**config.mk**
```make
export PLATFORM = sky130hd
export DESIGN_NAME = eeprom_param_keeper
export DESIGN_NICKNAME = d
export VERILOG_FILES = /design/src/rtl/eeprom_pkg.sv /design/src/rtl/timeout_counter.sv /design/src/rtl/eeprom_param_keeper.sv
export SDC_FILE = /design/constraint.sdc
export NUM_CORES = 1
export LEC_CHECK = 0
export ABC_CLOCK_PERIOD_IN_PS = 2500
export CORE_ASPECT_RATIO = 1.25
export CORE_UTILIZATION = 49
export DETAILED_ROUTE_END_ITERATION = 8
export MAX_ROUTING_LAYER = met4
export PLACE_DENSITY = 0.89
export RECOVER_POWER = 50
export SLEW_MARGIN = 10
export SYNTH_ARGS = -nofsm -noshare
export SYNTH_HDL_FRONTEND = slang
export SYNTH_SLANG_ARGS = --single-unit
export TNS_END_PERCENT = 5
```
**constraint.sdc**
```tcl
create_clock -name sclk -period 2.5 [get_ports sclk]
set_input_delay 0.5 -clock sclk [delete_from_list [all_inputs] [get_ports sclk]]
set_output_delay 0.5 -clock sclk [all_outputs]
set_load 0.01 [all_outputs]
```
**src/rtl/eeprom_pkg.sv**
```systemverilog
// ---------------------------------------------------------------------------
// eeprom_pkg
// Shared definitions for the parameter keeper and the 3-byte EEPROM stage:
//   - state_t      : keeper FSM state encoding
//   - DEF_P0..P2   : fallback parameter bytes used when a load fails
//   - B*_HI/B*_LO  : bit-field positions of the three bytes in the 24-bit
//                    word ({byte0, byte1, byte2}, byte0 in the MSBs)
//   - pack3()      : assembles three bytes into the 24-bit word
// ---------------------------------------------------------------------------
package eeprom_pkg;

    typedef enum logic [2:0] {
        ST_BOOT      = 3'd0,
        ST_LOAD_REQ  = 3'd1,
        ST_LOAD_WAIT = 3'd2,
        ST_IDLE      = 3'd3,
        ST_SAVE_REQ  = 3'd4,
        ST_SAVE_WAIT = 3'd5
    } state_t;

    localparam logic [7:0] DEF_P0 = 8'd30;
    localparam logic [7:0] DEF_P1 = 8'd20;
    localparam logic [7:0] DEF_P2 = 8'd10;

    localparam int B0_HI = 23;
    localparam int B0_LO = 16;
    localparam int B1_HI = 15;
    localparam int B1_LO = 8;
    localparam int B2_HI = 7;
    localparam int B2_LO = 0;

    function automatic logic [23:0] pack3(input logic [7:0] b0,
                                          input logic [7:0] b1,
                                          input logic [7:0] b2);
        logic [23:0] w;
        w              = '0;
        w[B0_HI:B0_LO] = b0;
        w[B1_HI:B1_LO] = b1;
        w[B2_HI:B2_LO] = b2;
        return w;
    endfunction

endpackage

```
**src/rtl/timeout_counter.sv**
```systemverilog
// ---------------------------------------------------------------------------
// timeout_counter
// Cycle counter with clear/enable/expire interface. While en is high the
// count advances once per cycle and holds at LIMIT-1; expire is high in the
// cycle where en is high and the count has reached LIMIT-1. clr has priority
// over en.
// Ports:
//   sclk   in  system clock
//   nrst   in  asynchronous active-low reset
//   clr    in  synchronous clear of the count
//   en     in  count enable
//   expire out LIMIT cycles of enable have elapsed
// ---------------------------------------------------------------------------
module timeout_counter #(
    parameter int LIMIT = 16
) (
    input  logic sclk,
    input  logic nrst,
    input  logic clr,
    input  logic en,
    output logic expire
);

    localparam int              W    = (LIMIT > 1) ? $clog2(LIMIT) : 1;
    localparam logic [W-1:0]    LAST = W'(LIMIT - 1);

    logic [W-1:0] cnt;

    always_ff @(posedge sclk or negedge nrst) begin
        if (!nrst) begin
            cnt <= '0;
        end else if (clr) begin
            cnt <= '0;
        end else if (en && (cnt != LAST)) begin
            cnt <= cnt + W'(1);
        end
    end

    assign expire = en && (cnt == LAST);

endmodule

```
**src/rtl/eeprom_param_keeper.sv**
```systemverilog
// ---------------------------------------------------------------------------
// eeprom_param_keeper
// Parameter-persistence controller in front of the 3-byte EEPROM stage.
// After reset it waits BOOT_DELAY_CYC cycles, reads three bytes and
// publishes them (or the defaults on timeout). Save requests latch the live
// parameter bytes and write them; a request arriving while busy is queued
// (collapsed to one) and takes the newest values when it is accepted.
// Every transaction is bounded by TIMEOUT_CYC.
//
// Optional feature (macro PARAM_RANGE_CHECK_EN): a successfully loaded byte
// above PARAM_MAX replaces all outputs by the defaults, raises err and
// queues a write-back of the defaults.
//
// Ports:
//   sclk, nrst                        clock, asynchronous active-low reset
//   param0_in..param2_in              live values to save
//   save_req                          1-cycle save request
//   param0_out..param2_out            loaded parameter values
//   load_valid                        1-cycle pulse when a load updates outputs
//   ready                             boot load finished (ok or fallback)
//   busy                              transaction outstanding or queued
//   err                               error flag (timeout / range failure)
//   start_reg_addr                    constant START_ADDR
//   write_3bytes                      bytes latched at save acceptance
//   read_3bytes                       bytes from the downstream stage
//   write_3bytes_trig/read_3bytes_trig  1-cycle triggers to downstream
//   write_3bytes_done/read_3bytes_done  1-cycle completions from downstream
// ---------------------------------------------------------------------------
module eeprom_param_keeper
    import eeprom_pkg::*;
#(
    parameter logic [7:0] START_ADDR     = 8'h00,
    parameter int         BOOT_DELAY_CYC = 500_000,
    parameter int         TIMEOUT_CYC    = 2_500_000,
    parameter logic [7:0] PARAM_MAX      = 8'd99,
    parameter logic [7:0] DEF0           = DEF_P0,
    parameter logic [7:0] DEF1           = DEF_P1,
    parameter logic [7:0] DEF2           = DEF_P2
) (
    input  logic        sclk,
    input  logic        nrst,
    input  logic [7:0]  param0_in,
    input  logic [7:0]  param1_in,
    input  logic [7:0]  param2_in,
    input  logic        save_req,
    output logic [7:0]  param0_out,
    output logic [7:0]  param1_out,
    output logic [7:0]  param2_out,
    output logic        load_valid,
    output logic        ready,
    output logic        busy,
    output logic        err,
    output logic [7:0]  start_reg_addr,
    output logic [23:0] write_3bytes,
    input  logic [23:0] read_3bytes,
    output logic        write_3bytes_trig,
    output logic        read_3bytes_trig,
    input  logic        write_3bytes_done,
    input  logic        read_3bytes_done
);

`ifdef PARAM_RANGE_CHECK_EN
    localparam bit RANGE_EN = 1'b1;
`else
    localparam bit RANGE_EN = 1'b0;
`endif

    state_t     state, state_n;
    logic       save_pending, pending_n;
    logic       wb_defaults;
    logic       boot_expire, txn_expire;
    logic       load_ok, load_to, save_accept, save_ok, save_to;
    logic       range_bad;
    logic [7:0] rd_b0, rd_b1, rd_b2;

    assign start_reg_addr = START_ADDR;

    assign rd_b0 = read_3bytes[B0_HI:B0_LO];
    assign rd_b1 = read_3bytes[B1_HI:B1_LO];
    assign rd_b2 = read_3bytes[B2_HI:B2_LO];

    assign range_bad = RANGE_EN &&
                       ((rd_b0 > PARAM_MAX) || (rd_b1 > PARAM_MAX) || (rd_b2 > PARAM_MAX));

    // Boot settle delay; the counter is held cleared outside BOOT.
    timeout_counter #(.LIMIT(BOOT_DELAY_CYC)) u_boot_cnt (
        .sclk   (sclk),
        .nrst   (nrst),
        .clr    (state != ST_BOOT),
        .en     (state == ST_BOOT),
        .expire (boot_expire)
    );

    // Transaction timeout; cleared in the REQ state so it starts at the trigger.
    timeout_counter #(.LIMIT(TIMEOUT_CYC)) u_txn_cnt (
        .sclk   (sclk),
        .nrst   (nrst),
        .clr    ((state == ST_LOAD_REQ) || (state == ST_SAVE_REQ)),
        .en     ((state == ST_LOAD_WAIT) || (state == ST_SAVE_WAIT)),
        .expire (txn_expire)
    );

    always_ff @(posedge sclk or negedge nrst) begin
        if (!nrst) begin
            state <= ST_BOOT;
        end else begin
            state <= state_n;
        end
    end

    // Done is checked before timeout so a coincident done counts as success.
    always_comb begin
        state_n     = state;
        load_ok     = 1'b0;
        load_to     = 1'b0;
        save_accept = 1'b0;
        save_ok     = 1'b0;
        save_to     = 1'b0;
        case (state)
            ST_BOOT: begin
                if (boot_expire) state_n = ST_LOAD_REQ;
            end
            ST_LOAD_REQ: begin
                state_n = ST_LOAD_WAIT;
            end
            ST_LOAD_WAIT: begin
                if (read_3bytes_done) begin
                    load_ok = 1'b1;
                    state_n = ST_IDLE;
                end else if (txn_expire) begin
                    load_to = 1'b1;
                    state_n = ST_IDLE;
                end
            end
            ST_IDLE: begin
                if (save_req || save_pending) begin
                    save_accept = 1'b1;
                    state_n     = ST_SAVE_REQ;
                end
            end
            ST_SAVE_REQ: begin
                state_n = ST_SAVE_WAIT;
            end
            ST_SAVE_WAIT: begin
                if (write_3bytes_done) begin
                    save_ok = 1'b1;
                    state_n = ST_IDLE;
                end else if (txn_expire) begin
                    save_to = 1'b1;
                    state_n = ST_IDLE;
                end
            end
            default: begin
                state_n = ST_BOOT;
            end
        endcase
    end

    // Requests outside IDLE collapse into a single pending flag.
    always_comb begin
        pending_n = save_pending;
        if (save_accept) begin
            pending_n = 1'b0;
        end else if (save_req && (state != ST_IDLE)) begin
            pending_n = 1'b1;
        end
        if (load_ok && range_bad) begin
            pending_n = 1'b1;
        end
    end

    // Control registers. Triggers are registered from the REQ state, so the
    // pulse appears while the FSM already waits for the matching done.
    always_ff @(posedge sclk or negedge nrst) begin
        if (!nrst) begin
            save_pending      <= 1'b0;
            wb_defaults       <= 1'b0;
            busy              <= 1'b0;
            ready             <= 1'b0;
            err               <= 1'b0;
            load_valid        <= 1'b0;
            read_3bytes_trig  <= 1'b0;
            write_3bytes_trig <= 1'b0;
        end else begin
            save_pending      <= pending_n;
            busy              <= !((state_n == ST_IDLE) && !pending_n);
            load_valid        <= load_ok | load_to;
            read_3bytes_trig  <= (state == ST_LOAD_REQ);
            write_3bytes_trig <= (state == ST_SAVE_REQ);
            if (load_ok || load_to) ready <= 1'b1;
            if (load_ok) begin
                err <= range_bad;
            end else if (load_to || save_to) begin
                err <= 1'b1;
            end else if (save_ok) begin
                err <= 1'b0;
            end
            if (save_accept) begin
                wb_defaults <= 1'b0;
            end else if (load_ok && range_bad) begin
                wb_defaults <= 1'b1;
            end
        end
    end

    // Published parameters and the write word.
    always_ff @(posedge sclk or negedge nrst) begin
        if (!nrst) begin
            param0_out   <= DEF0;
            param1_out   <= DEF1;
            param2_out   <= DEF2;
            write_3bytes <= '0;
        end else begin
            if ((load_ok && range_bad) || load_to) begin
                param0_out <= DEF0;
                param1_out <= DEF1;
                param2_out <= DEF2;
            end else if (load_ok) begin
                param0_out <= rd_b0;
                param1_out <= rd_b1;
                param2_out <= rd_b2;
            end
            if (save_accept) begin
                write_3bytes <= wb_defaults ? pack3(DEF0, DEF1, DEF2)
                                            : pack3(param0_in, param1_in, param2_in);
            end
        end
    end

endmodule
```
# Word-level counts from Yosys, hierarchy flattened
# Cells that the tools add are included.
# Widths: inputs -> output; s select.
word_totals:
  ff_bits: 99
  in_bits: 53
  out_inout_bits: 62
  word_cells: 79
op_classes:
  n_addsub: 2
  n_eq_ne: 11
  mux: 32
  n_bitwise: 1
  reduce_logical: 19
op_table:
  columns: ["cell", "n"]
  rows:
  - ["$mux 8", 6]
  - ["$mux 22", 2]
  - ["$mux 19", 2]
  - ["$add 22x1->22 const B", 1]
  - ["$eq 22x22->1 const B", 1]
  - ["$ne 22x22->1 const B", 1]
  - ["$add 19x1->19 const B", 1]
  - ["$eq 19x19->1 const B", 1]
  - ["$ne 19x19->1 const B", 1]
  - ["$pmux 3 s6", 1]
  - ["$mux 1", 16]
  - ["$mux 3", 5]
  - ["$eq 3x2->1 const B", 3]
  - ["$eq 3x3->1 const B", 2]
  - ["$logic_and 1x1->1", 6]
  - ["$reduce_bool 2->1", 3]
  - ["$reduce_bool 3->1", 2]
  - ["$logic_or 1x1->1", 5]
  - ["$eq 3x1->1 const B", 1]
  - ["$logic_not 3->1", 1]
  - ["$ne 3x2->1 const B", 1]
  - ["$logic_not 1->1", 2]
  - ["$or 1x1->1", 1]

# Logic depth before layout (Yosys ltp)
depth:
  ltp_word: 9
  mapped_depth: 7
  ltp_nobuf: 7

# By module
# A second synthesis with hierarchy kept.
hier_totals:
  cells_unflattened: 405
  area_unflattened_um2: 4660.7
by_module_without_submodules:
  columns: ["module", "instances", "cells_per_inst", "area_each_um2", "seq_area_each_um2"]
  rows:
  - ["eeprom_param_keeper", 1, 161, 2343.5, 1461.4]
  - ["timeout_counter at u_txn_cnt", 1, 137, 1303.8, 550.5]
  - ["timeout_counter at u_boot_cnt", 1, 107, 1013.5, 475.5]

# Worst setup path before layout
# Ideal clock, no wire load.
synth_timing:
  path_type: "register to register"
  start: "register state[2]"
  end: "register write_3bytes[10]"
  setup_ps: 125
  t_arrival_ps: 1693
  t_required_ps: 2375
  setup_slack_ps: 682
  path_stages_with_launch: 7
  path_buffers: 2
  period_less_slack_ps: 1818
  cell_sequence: "dfrtp_1 -> buf_2 -> nor2b_1 -> nand2_1 -> nor2_1 -> buf_2 -> mux2_2"
synth_via:
  elab_chain_len: 2
synth_lines:
  columns: ["item", "line_no", "rtl"]
  rows:
  - ["from (decl)", "eeprom_param_keeper.sv:68", "state_t state, state_n;"]
  - ["from (signal assigned)", "eeprom_param_keeper.sv:107", "state <= state_n;"]
  - ["$eq 3x2->1", "eeprom_param_keeper.sv:119", "case (state)"]
  - ["$mux 1", "eeprom_param_keeper.sv:119", null]
  - ["to (signal assigned)", "eeprom_param_keeper.sv:224", "write_3bytes <= wb_defaults ? pack3(DEF0, DEF1, DEF2)"]
  - ["to (decl)", "eeprom_param_keeper.sv:54", "output logic [23:0] write_3bytes,"]
# No other way between the ends.
# A chain may end at the register's enable or synchronous reset.

# Final worst setup path
layout_timing:
  start: "register u_txn_cnt.cnt[0]"
  end: "register busy"
layout_via:
  elab_chain_len: 8
  elab_cells_between_ends: 9
  classes_between: "2 x eq/ne; 4 x mux; 3 x reduce/logical"
layout_lines:
  columns: ["item", "line_no", "rtl"]
  rows:
  - ["from (decl)", "timeout_counter.sv:27", "logic [W-1:0] cnt;"]
  - ["from (signal assigned)", "timeout_counter.sv:35", "cnt <= cnt + W'(1);"]
  - ["$eq 22x22->1 (*)", "timeout_counter.sv:39", "assign expire = en && (cnt == LAST);"]
  - ["$logic_and 1x1->1 (*)", "timeout_counter.sv:39", null]
  - ["$mux 3 (*)", "eeprom_param_keeper.sv:130, eeprom_param_keeper.sv:148", null]
  - ["$mux 3 (on tied branches)", "eeprom_param_keeper.sv:145, eeprom_param_keeper.sv:127", null]
  - ["$pmux 3 s6 (*)", "eeprom_param_keeper.sv:119", null]
  - ["$eq 3x2->1 (*)", "eeprom_param_keeper.sv:186", "busy <= !((state_n == ST_IDLE) && !pending_n);"]
  - ["$logic_and 1x1->1 (*)", "eeprom_param_keeper.sv:186", null]
  - ["$logic_not 1->1 (*)", "eeprom_param_keeper.sv:186", null]
  - ["to (signal assigned)", "eeprom_param_keeper.sv:186", null]
  - ["to (decl)", "eeprom_param_keeper.sv:51", "output logic busy,"]
# Mark *: on every way between the ends. The rest lies on a longest branch, timed or not.

==> results.txt <==
- Vias/cell: 5.54
- In this run the post-CTS setup repair buffer count came out at 0.
* Pleak: 2.45 nW
- Final Hold Violating Endpoints: 0
- Clk root buf: sky130_fd_sc_hd__clkbuf_8
* Post-synthesis sequential area ratio: 56.4%
- Num rows: 38
- Counting the buffers created by CTS gives 9.
- Number of optimization iterations in the first detailed-route pass: 6
* End of the worst hold path: ready
- Hold buffer count at cts: 0
- STA puts the critical path data required time at 2.77 ns.
- The final layout contains 550 nets.
- The worst pin sits at a relative slew slack of -26.4%.
* Share of flip-flops with an asynchronous set or reset after synthesis: 100%
- The checks that failed: capacitance limit, slew limit.
- The synthesized netlist contains 54 unique library cells.
- Time the worst path needs with I/O delays and setup: 2.10 ns
* TritonCTS clock tree: yes
- Combinational logic burns 39.2% of the power.
- A synthesized cell averages 11.4 sq um.
- Summing over every cut layer, the via total after detailed routing is 3433.
- Reg2Reg Depth: 7
* Height of the chip: 108 um
- PostCTS Resize Cnt: 0
- For this run, design rule violations remaining after detail routing come to 0.
* Classification of the worst-slack hold path: reg -> reg
- Across the run, the number of max-cap violations was 1.
* Floorplan core area: 8700 sq um
- Based on the critical path, the design can be clocked at up to 0.476 GHz.
- The die is 86.8 um wide.
* FF-to-FF setup slack: 0.40 ns
- R2R Path Start: u_txn_cnt.cnt[0]
- Buffers placed on the I/O ports in this run total 106.
* Count of H-tree levels built during CTS: 3
- Compared with the post-synthesis result, the final layout area differs by 30.8%.
* Routability-driven placement congestion ratio: 0.853
- The wire-length estimate of the detail-placed layout is 7260 um.
- In this run the most critical hold path is launched from ready.
- Once the floorplan was initialized, standard cells occupied 50.6% of the core.
- The worst setup path is of the reg -> reg kind.
- Switching share of power: 33.9%
- After detailed routing, the total wire length is 10100 um.
- Instance count of the mapped netlist: 386
- At the later pin of the worst-skew pair, clock insertion delay measures 0.38 ns.
- For this run, global-route usage on met1 was measured as 27.4%.
- The Yosys step of the flow raised 0 warnings.
- Clock skew on the completed layout was measured at 0.0142 ns.
- Largest net degree at the start of global routing: 67
- The most used flip-flop cell after synthesis is sky130_fd_sc_hd__dfrtp_1.
- Max-slew violation count: 34
- During I/O placement, the number of pins put on the boundary was 115.
* Setup violation total in the final timing report: 0
- Number of sinks handled by clock tree synthesis: 99
- Data arrival at the endpoint of the critical path: 2.37 ns
* Number of DRC markers in iteration 0: 238
* Worst Tran Pin Value: 1.90 ns
- For this run, global-route usage on met2 was measured as 39.3%.
* Aggregate global routing overflow: 0
- Fill cells in the final layout number 631.
- Met3 track demand over resource in global routing: 5.34%
* Flops & latches, synth: 99
* Power density over cell area: 986 nW/um^2
* Internal power: 3.76 mW
- Final worst path period share: 84.1%
- In this run the cell area of the synthesized design comes to 4410 sq um.
- Number of inserted diodes: 0
- Critical R2R Capture: busy
- Switching Power: 1.92 mW
- Once detail routing completed, the nets flagged for antenna violations numbered 0.
- The worst setup path is captured at a register.
* Reg clk slew, reported paths: 0.10 ns
* Number of enable flip-flop cells after synthesis: 0
- Global routing used 23.3% of the available tracks.
* Worst vdd ir: 0.720 mV
- First-pass GRT wire length: 16500 um
* Initial antenna violation count: 0
* Average wire length per cell after detail routing: 16.4 um
- Of the total power, the clock network draws 17.7%.
* Critical Path Start Type: register
- After layout, the design draws a total of 5.68 mW.
- Registers are responsible for 43.1% of the overall power.
* Vias in the first global route: 3543
- Count of cells along the worst hold path: 1
* Highest net fanout along the worst path: 10
- Summed over all failing endpoints, the final setup total negative slack is 0 ns.
- After global routing, the most crowded layer is met2.
- Maximum clock path buffer count: 2
- Die footprint: 9380 sq um
* RSZ-0062 raised after global routing: no
- The run finished, with violations left.
* Layout cells sized above 1: 12.4%
cell usage after synthesis (5+ instances only):
cell	count	share of area, %
sky130_fd_sc_hd__clkbuf_1	5	0.43
sky130_fd_sc_hd__or3_1	6	0.85
sky130_fd_sc_hd__a22o_1	16	3.2
sky130_fd_sc_hd__o211ai_1	5	0.85
sky130_fd_sc_hd__nor2_1	44	3.7
sky130_fd_sc_hd__dfstp_2	8	4.8
sky130_fd_sc_hd__o21ai_0	8	0.91
sky130_fd_sc_hd__mux2_2	24	6.1
sky130_fd_sc_hd__dfrtp_1	91	52
sky130_fd_sc_hd__nand2_1	30	2.6
sky130_fd_sc_hd__a21oi_1	5	0.57
sky130_fd_sc_hd__xnor2_1	11	2.2
sky130_fd_sc_hd__nand3_1	14	1.6
sky130_fd_sc_hd__nand4_1	9	1.3
sky130_fd_sc_hd__o22a_1	8	1.6
sky130_fd_sc_hd__buf_4	8	1.4
sky130_fd_sc_hd__xor2_1	17	3.4
sky130_fd_sc_hd__mux2i_1	6	1.4
sky130_fd_sc_hd__nor3_1	8	0.91
worst max-delay path, cell delays in order (launching register included):
cell and delay (ns):
sky130_fd_sc_hd__dfrtp_1 0.44, sky130_fd_sc_hd__ha_1 0.21, sky130_fd_sc_hd__nand2_1 0.12, sky130_fd_sc_hd__or3_1 0.38
sky130_fd_sc_hd__nor2_1 0.25, sky130_fd_sc_hd__buf_4 0.24, sky130_fd_sc_hd__a21oi_1 0.08, sky130_fd_sc_hd__or2_2 0.28
cells in the final DEF (no fill, tap or decap), drive strengths merged, types with 9 or more instances in the layout:
cell type / Yosys / routed
a22o: 16 / 16
clkbuf: 5 / 11
clkdlybuf4s50: 0 / 92
dfrtp: 91 / 91
dlygate4sd3: 0 / 13
inv: 5 / 9
mux2: 24 / 24
nand2: 30 / 30
nand3: 14 / 14
nand4: 10 / 10
nor2: 45 / 45
o21ai: 9 / 9
xnor2: 11 / 11
xor2: 17 / 17
metal layers:
layer  wire, um  share of wire, %
met1       4010                40
met4        205               2.0
met5          0                 0
met2       5440                54
met3        488               4.8
kinds of logic after synthesis:
logic type                 Yosys count  synth area share, %
and+or+nand+nor                    146                 17.2
adders and majority gates            2                0.568
AOI/OAI and AO/OA                   55                 9.51
other                                1               0.0851
muxes                               30                 7.50
xor gates and xnor gates            28                 5.56
buffers and inverters               25                 3.09
DFF                                 99                 56.4
power by group through the flow:
| stage | registers [mW] | logic [mW] | clock network, mW |
|---|---|---|---|
| detailed placement | 2.47 | 2.26 | 0 |
| global route | 2.51 | 2.40 | 1.09 |
| floorplan | 2.60 | 0.953 | 0 |
| finish | 2.45 | 2.23 | 1.01 |
| CTS | 2.45 | 2.28 | 1.02 |
| global placement | 2.44 | 2.17 | 0 |
how the worst max path moves through the flow:
stage	depth (start not counted)	startpoint	end	slack (ns)
floorplan	6	state[2]	write_3bytes[10]	0.68
global placement	5	save_req	write_3bytes[11]	0.58
detailed placement	7	u_txn_cnt.cnt[0]	busy	0.44
CTS	7	u_txn_cnt.cnt[0]	busy	0.42
global route	7	u_txn_cnt.cnt[0]	busy	0.30
finish	7	u_txn_cnt.cnt[0]	busy	0.40
stage by stage:
stage                     setup slack [ns]  utilization (%)  hold slack (ns)  cell area, sq um  std cells
final                                0.397             66.3            0.476              5770        620
after detailed placement             0.444             64.1            0.457              5580        604
after floorplan                      0.682                -            0.204              4430        393
after global routing                 0.303             66.3            0.499              5770        620
after CTS                            0.419             66.3           0.0712              5770        620
after global placement               0.577             64.1            0.454              5580        604
sequential cells by signal (all words and copies together) (netlist names):
name,cells
param0_out,8
save_pending,1
state,3
param2_out,8
read_3bytes_trig,1
param1_out,8
busy,1
write_3bytes,24
load_valid,1
write_3bytes_trig,1
u_txn_cnt.cnt,22
err,1
ready,1
u_boot_cnt.cnt,19
cell type report:
class / instances / area, sq um / area share (%)
clock buffer: 10 / 138 / 2.39
multi-input combinational: 269 / 1810 / 31.4
timing repair buffer: 111 / 1100 / 19.2
tap: 120 / 150 / 2.60
clock inverter: 6 / 55.1 / 0.955
sequential: 99 / 2490 / 43.1
inverter: 5 / 18.8 / 0.326
No activity file was read; power rests on OpenSTA's default activity.
